$ cat src/rtl/ir_encode_issuer.sv
// MIPS R/I/J field encoder feeding a small FIFO that issues one IR word per PHASES-clock slot.
// Optional HOLD_EN macro adds a hold input that freezes the slot timing and issued word.
module ir_encode_issuer #(
  parameter int unsigned DEPTH  = 4,
  parameter int unsigned PHASES = 5
) (
  input  logic        clk,
  input  logic        clr,
`ifdef HOLD_EN
  input  logic        hold,
`endif
  input  logic        in_valid,
  output logic        in_ready,
  input  logic [1:0]  fmt,
  input  logic [5:0]  op,
  input  logic [4:0]  rs,
  input  logic [4:0]  rt,
  input  logic [4:0]  rd,
  input  logic [4:0]  shamt,
  input  logic [5:0]  func,
  input  logic [15:0] imm,
  input  logic [25:0] target,
  output logic [31:0] ir_out,
  output logic        ir_valid,
  output logic        slot_p0,
  output logic [2:0]  phase,
  output logic        fmt_err,
  output logic [4:0]  level
);

  localparam int unsigned AW      = (DEPTH > 1) ? $clog2(DEPTH) : 1;
  localparam logic [2:0]  PH_LAST = 3'(PHASES - 1);
  localparam logic [4:0]  DEPTH_L = 5'(DEPTH);

  typedef enum logic [1:0] {
    FMT_R   = 2'd0,
    FMT_I   = 2'd1,
    FMT_J   = 2'd2,
    FMT_RSV = 2'd3
  } fmt_e;

  logic [2:0]    phase_q, phase_d;
  logic [AW-1:0] wr_ptr_q, wr_ptr_d;
  logic [AW-1:0] rd_ptr_q, rd_ptr_d;
  logic [4:0]    cnt_q, cnt_d;
  logic [31:0]   ir_q, ir_d;
  logic          ir_v_q, ir_v_d;
  logic          err_q, err_d;
  logic [31:0]   mem_q [DEPTH];
  logic [31:0]   word;
  logic          push, issue, pop, hold_w;

`ifdef HOLD_EN
  assign hold_w = hold;
`else
  assign hold_w = 1'b0;
`endif

  assign in_ready = (cnt_q < DEPTH_L);
  assign push     = in_valid && in_ready;
  assign issue    = (phase_q == PH_LAST) && !hold_w;
  // Pop looks at the pre-edge count, so a word written at an issue edge waits a slot.
  assign pop      = issue && (cnt_q != '0);

  always_comb begin
    word = '0;
    case (fmt_e'(fmt))
      FMT_R:   word = {op, rs, rt, rd, shamt, func};
      FMT_I:   word = {op, rs, rt, imm};
      FMT_J:   word = {op, target};
      default: word = '0;
    endcase
  end

  always_comb begin
    phase_d  = phase_q;
    wr_ptr_d = wr_ptr_q;
    rd_ptr_d = rd_ptr_q;
    cnt_d    = cnt_q;
    ir_d     = ir_q;
    ir_v_d   = ir_v_q;
    err_d    = err_q;
    if (!hold_w) begin
      phase_d = (phase_q == PH_LAST) ? '0 : phase_q + 3'd1;
    end
    if (issue) begin
      ir_d   = pop ? mem_q[rd_ptr_q] : '0;
      ir_v_d = pop;
    end
    if (push) begin
      wr_ptr_d = wr_ptr_q + AW'(1);
      if (fmt_e'(fmt) == FMT_RSV) begin
        err_d = 1'b1;
      end
    end
    if (pop) begin
      rd_ptr_d = rd_ptr_q + AW'(1);
    end
    case ({push, pop})
      2'b10:   cnt_d = cnt_q + 5'd1;
      2'b01:   cnt_d = cnt_q - 5'd1;
      default: cnt_d = cnt_q;
    endcase
  end

  always_ff @(posedge clk) begin
    if (!clr) begin
      phase_q  <= '0;
      wr_ptr_q <= '0;
      rd_ptr_q <= '0;
      cnt_q    <= '0;
      ir_q     <= '0;
      ir_v_q   <= 1'b0;
      err_q    <= 1'b0;
    end else begin
      phase_q  <= phase_d;
      wr_ptr_q <= wr_ptr_d;
      rd_ptr_q <= rd_ptr_d;
      cnt_q    <= cnt_d;
      ir_q     <= ir_d;
      ir_v_q   <= ir_v_d;
      err_q    <= err_d;
    end
  end

  // Storage needs no reset: the pointers and count define which entries are live.
  always_ff @(posedge clk) begin
    if (clr && push) begin
      mem_q[wr_ptr_q] <= word;
    end
  end

  assign ir_out   = ir_q;
  assign ir_valid = ir_v_q;
  assign slot_p0  = (phase_q == 3'd0);
  assign phase    = phase_q;
  assign fmt_err  = err_q;
  assign level    = cnt_q;

endmodule

$ cat config.mk
export PLATFORM = sky130hd
export DESIGN_NAME = ir_encode_issuer
export DESIGN_NICKNAME = d
export VERILOG_FILES = /design/src/rtl/ir_encode_issuer.sv
export SDC_FILE = /design/constraint.sdc
export NUM_CORES = 1
export LEC_CHECK = 0
export CAP_MARGIN = 40
export CORE_UTILIZATION = 30
export DETAILED_ROUTE_END_ITERATION = 8
export PLACE_DENSITY_LB_ADDON = 0.1
export SETUP_SLACK_MARGIN = 0.02
export SKIP_CTS_REPAIR_TIMING = 1
export SLEW_MARGIN = 5
export SYNTH_ARGS = -nofsm -noshare
export SYNTH_HDL_FRONTEND = slang
export SYNTH_SLANG_ARGS = --single-unit
$ cat constraint.sdc
create_clock -name clk -period 2.3 [get_ports clk]
set_input_delay 0.345 -clock clk [delete_from_list [all_inputs] [get_ports clk]]
set_output_delay 0.345 -clock clk [all_outputs]
set_load 0.005 [all_outputs]
# Word-level counts from Yosys, hierarchy flattened
# Memory sizes are Yosys's and may differ from the RTL's. A register that Yosys moved wholly into a read port is not among the register bits.
# Cells that the tools add are included.
[word_totals]
ram_bits = 128
memories = 1
out_inout_bits = 44
register_bits = 46
[memory_table]
columns = ["name", "depth", "width", "rd", "rd_ports_with_merged_regs", "write_ports", "line_no", "source"]
rows = [
  ["mem_q", 4, 32, 1, 1, 1, "49", "logic [31:0] mem_q [DEPTH];"],
]
[op_classes]
n_bitwise = 1
n_eq_ne = 6
n_lt_le_gt_ge = 1
addsub = 5
muxes = 7
n_reduce_logical = 9
[ops]
columns = ["op", "count"]
rows = [
  ["$pmux W32 S3", 1],
  ["$mux W32", 1],
  ["$pmux W5 S2", 1],
  ["$eq A2 B2 Y1 const B", 3],
  ["$add A5 B1 Y5 const B", 1],
  ["$lt A5 B3 Y1 const B", 1],
  ["$reduce_bool A5 Y1", 1],
  ["$sub A5 B1 Y5 const B", 1],
  ["$add A2 B1 Y2 const B", 2],
  ["$eq A2 B1 Y1 const B", 2],
  ["$mux W2", 2],
  ["$add A3 B1 Y3 const B", 1],
  ["$eq A3 B3 Y1 const B", 1],
  ["$logic_and A1 B1 Y1", 3],
  ["$logic_not A3 Y1", 1],
  ["$logic_not A2 Y1", 1],
  ["$mux W1", 2],
  ["$reduce_and A2 Y1", 1],
  ["$reduce_bool A2 Y1", 1],
  ["$reduce_or A2 Y1", 1],
  ["$not A1 Y1", 1],
]

# Logic depth before layout (Yosys ltp)
[logic_depth]
ltp_word = 5
ltp_mapped = 12
ltp_nobuf = 11

# Worst setup path before layout
# No wires, ideal clock.
[synth_path]
kind = "flip-flop to flip-flop"
start = "reg phase_q[0], in the netlist phase[0]"
end = "reg cnt_q[4], in the netlist level[4]"
stages_incl_launch_ff = 13
setup_time_ns = 0.072
synth_period_minus_slack_ns = 2.516
arrival_ns = 2.444
slack_ns = -0.216
path_cell_list = "dfxtp_1 inv_1 ha_1 nand2_2 a21oi_4 buf_6 ha_1 inv_1 fa_1 nand2b_1 a21oi_1 mux2i_1 mux2i_1"
[synth_between]
elab_chain_cells = 4
elab_cells_between_ends = 6
cone_classes = "eq/ne: 3; mux: 1; reduce/logical: 2"
[synth_rtl]
columns = ["element", "line_no", "source"]
rows = [
  ["from (decl)", "42", "logic [2:0] phase_q, phase_d;"],
  ["from (signal assigned)", "116", "phase_q <= phase_d;"],
  ["$eq A3 B3 Y1 (*)", "61", "assign issue = (phase_q == PH_LAST) && !hold_w;"],
  ["$logic_and A1 B1 Y1 (*)", "63", "assign pop = issue && (cnt_q != '0);"],
  ["via pop", "51", "logic push, issue, pop, hold_w;"],
  ["$eq A2 B1 Y1 / $eq A2 B2 Y1 (equally long branches)", "99", "case ({push, pop})"],
  ["$pmux W5 S2 / $reduce_bool A2 Y1 (equally long branches)", "n/a", ""],
  ["to (signal assigned)", "119", "cnt_q <= cnt_d;"],
  ["to (decl)", "45", "logic [4:0] cnt_q, cnt_d;"],
]
# Mark *: on every way through the listed nets, which the timed path passes. The rest lies on a longest branch.
# A chain may end at the register's enable or synchronous reset.

# Worst setup path in the final report
[layout_path]
start = "reg cnt_q[3], in the netlist level[3]"
end = "reg cnt_q[3], in the netlist level[3]"
[layout_between]
elab_chain_cells = 4
elab_cells_between_ends = 10
cone_classes = "add/sub: 2; order compare: 1; eq/ne: 2; mux: 1; reduce/logical: 4"
[layout_rtl]
columns = ["element", "line_no"]
rows = [
  ["$lt A5 B3 Y1 / $reduce_bool A5 Y1 (equally long branches)", "59, 63"],
  ["$logic_and A1 B1 Y1, on equally long branches", "60, 63"],
  ["$eq A2 B1 Y1 / $eq A2 B2 Y1 (equally long branches)", "99"],
  ["$pmux W5 S2 / $reduce_bool A2 Y1 (equally long branches)", "n/a"],
]
# Several ways; a longest one is shown, not always the timed one.

==> summary.txt <==
Status
  – Status: finished, final reports clean

Clocking
  – Clk sinks: 176
  – Clock root buffer: clkbuf_16
  – Clock transition at path regs: 0.07 ns
  – H-tree levels: 4
  – CTS tree: built
  – Clock Tree Buf Depth: 2
  – Worst-Skew Late Latency: 0.42 ns
  – Total CTS buffers: 17

Global route
  – GRT overflow: 0
  – Vias in the first global route: between 4000 and 5000
  – Initial antenna violation count: 0
  – Pin count of the biggest net entering global routing: 36
  – Total track usage: 14.4%
  – First-pass GRT wire length: 25.6 mm

Timing
  – Hold Fails Final Rpt: 0
  – Slew @ Worst Pin: 0.612 ns
  – Hold slack: 0.334 ns
  – Normalized max-slew margin: 58.7%
  – RSZ-0062 raised after global routing: yes
  – Crit path time final: 2.21 ns
  – Period utilization: 96.0%
  – FMAX: 0.453 GHz
  – Final setup fails: 0
  – Clock skew: 0.00809 ns
  – Pins Over Slew Limit: 0
  – Final worst slack: 0.0926 ns

Power and ir drop
  – LEAKAGE: 0.00323 uW
  – Switch share: 21.8%
  – Peak supply drop: 0.373 mV
  – Comb pwr share: 8.3%
  – Reg power frac: 52.2%
  – Power Density: around 710 nW/um^2
  – Clock power share: 39.5%
  – Sw power: 1480 uW
  – P_int: 5320 uW

Routing
  – Wirelength per Cell: 17.4 um
  – Initial DRT Pass Iterations: 4
  – Routed WL: 16.3 mm
  – Vias: 4232
  – DRC violations left: 0
  – Drt initial violations: 213
  – Routed vias/inst: 4.53
  – Final ANT Viol Nets: 0

Logic synthesis
  – Cell accounting for the most synthesized area: edfxtp_1
  – Top cell type's share of synthesized area: roughly 54%
  – Main area contributors after synthesis: edfxtp_1 (54%), dfxtp_1 (13%), mux4_2 (10%)
  – Register area share after synthesis: around 67%
  – Post-synthesis cell area: 7170 sq um
  – Mapped Cells: 461
  – Top_reg_cell synth: edfxtp_1
  – Post-synth EDFFs: 128
  – Synth Register Bits: 176
  – Yosys cell types: 34
  – YS warnings: 0
  – Post-synthesis net count: 551
  – Synth async-reset ratio: 0%
  – Mapped Avg Cell Area: 15.5 sq um

Placed design
  – Hpwl dp: 10.5 mm
  – Dpl ws: -0.212 ns
  – Port Buffers: 122
  – Gpl congestion: 0.718

Critical path
  – Critical Path End Type: register
  – Worst EP required: around 2.7 ns
  – CP max FO: 6
  – CP arrival: 2.56 ns
  – Reg2Reg Setup Slack: around 0.093 ns
  – Critical Path Start Type: register
  – Worst Setup SP: level[3]
  – R2r startpoint: level[3]
  – Crit path kind: reg -> reg

Finish
  – Fill cell count: 2172
  – Layout area overhead: 33.1%
  – Share of cells above drive strength 1: 18.7%
  – ANT cells: 0
  – Final #Nets: 693
  – Storage cell area: 4810 sq um
  – Area of the multi-input gates: 2180 sq um

Floorplan
  – Row count: 56
  – Num ports: 123
  – Die H: 157 um
  – Initial core utilization: 30.5%
  – Core Box Area: 23500 sq um
  – Die width: 157 um
  – Die area: 24500 sq um

Run
  – Max-Cap Viols: 0

Worst hold path
  – Hold crit path type: in -> reg
  – Min-delay src: clr
-- cell type report --
type | count | share of cell area (%)
tap | 319 | 4.18
multi-input combinational | 239 | 22.9
timing repair buffer | 151 | 16.1
inverter | 18 | 0.708
clock buffer | 19 | 4.54
clock inverter | 13 | 1.17
sequential | 176 | 50.5
-- flip-flops by register name (all words and copies together) (netlist names), named ones only --
signal	flops
mem_q	128
ir_out	32
level	5
phase	3
rd_ptr_q	2
wr_ptr_q	2
fmt_err	1
ir_valid	1
-- through the flow --
step,utilization (%),instance area [sq um],instances,TNS [ns],total power (uW)
2_1_floorplan,-,7210,461,0,3880
6_report,40.6,9540,935,0,6800
5_1_grt,40.6,9540,935,-0.0279,7080
3_5_place_dp,38.2,8970,902,-0.354,4200
3_3_place_gp,38.2,8970,902,-0.271,4180
4_1_cts,40.6,9520,934,0,6910
-- worst max-delay path, stage by stage, from the launching register on --
cell     delay, ns
dfxtp_2       0.37
nor4_4        0.33
a21oi_4       0.11
ha_4          0.19
ha_1          0.28
a21o_1        0.12
a21oi_1       0.07
or4b_2        0.60
nand3_1       0.08
-- cell usage after synthesis (3+ instances only) --
library cell,count
nor2b_1,38
and3_1,6
a21oi_1,4
ha_1,10
and2_1,12
inv_1,18
clkbuf_1,12
o21ai_0,28
dfxtp_1,48
edfxtp_1,128
a22oi_1,32
buf_6,5
mux2i_1,19
nor2_1,5
nand2b_1,3
buf_2,9
nand2_1,32
mux4_2,32
-- final timing paths --
kind                                  end  depth (start not counted)
worst min register to register   register                          2
worst max-delay path             level[3]                          8
worst min-delay path            ir_out[8]                          2
worst max register to register   level[3]                          8
-- metal layers --
layer | track usage, % | routed length, um | up-vias
li1 | - | - | 2021
met5 | 0 | 0 | -
met2 | 23.8 | 7880 | 95
met4 | 4.81 | 217 | 0
met1 | 19.0 | 7580 | 2098
met3 | 2.77 | 612 | 18
-- layout by cell type, fill, tap and decap left out, types with 2 or more instances in the layout --
cell type,count
buf_4,21
and2_1,12
clkinvlp_4,3
inv_6,4
clkinv_2,4
xnor2_1,2
nand2_1,32
nor2_1,5
clkbuf_1,2
inv_2,3
nor2b_1,37
dfxtp_2,6
nand2b_1,2
and3_1,2
clkbuf_16,17
clkdlybuf4s50_1,121
ha_4,2
edfxtp_1,128
buf_12,8
and3_2,4
mux4_2,32
mux2i_1,19
a21oi_1,3
dfxtp_1,42
o21ai_0,28
ha_1,8
nand3_1,2
inv_1,15
xor2_1,2
a22oi_1,32
-- power by group through the flow --
stage	clock (uW)	sequential [uW]	combinational, uW
after detailed placement	0	3620	581
after CTS	2780	3550	582
final	2690	3550	567
after global placement	0	3610	569
after global routing	2890	3560	627
after floorplan	0	3610	265
-- kinds of logic (layout without fill, tap and decap cells) --
logic type / Yosys count / in the layout / synth area share, %
AOI/OAI and AO/OA: 68 / 68 / 6.11
and+or+nand+nor: 105 / 105 / 8.26
xor gates and xnor gates: 4 / 4 / 0.489
buffers and inverters: 46 / 201 / 3.37
adders and majority gates: 11 / 11 / 2.03
DFF: 176 / 176 / 67.0
muxes: 51 / 51 / 12.7
No activity file was read; power rests on OpenSTA's default activity.
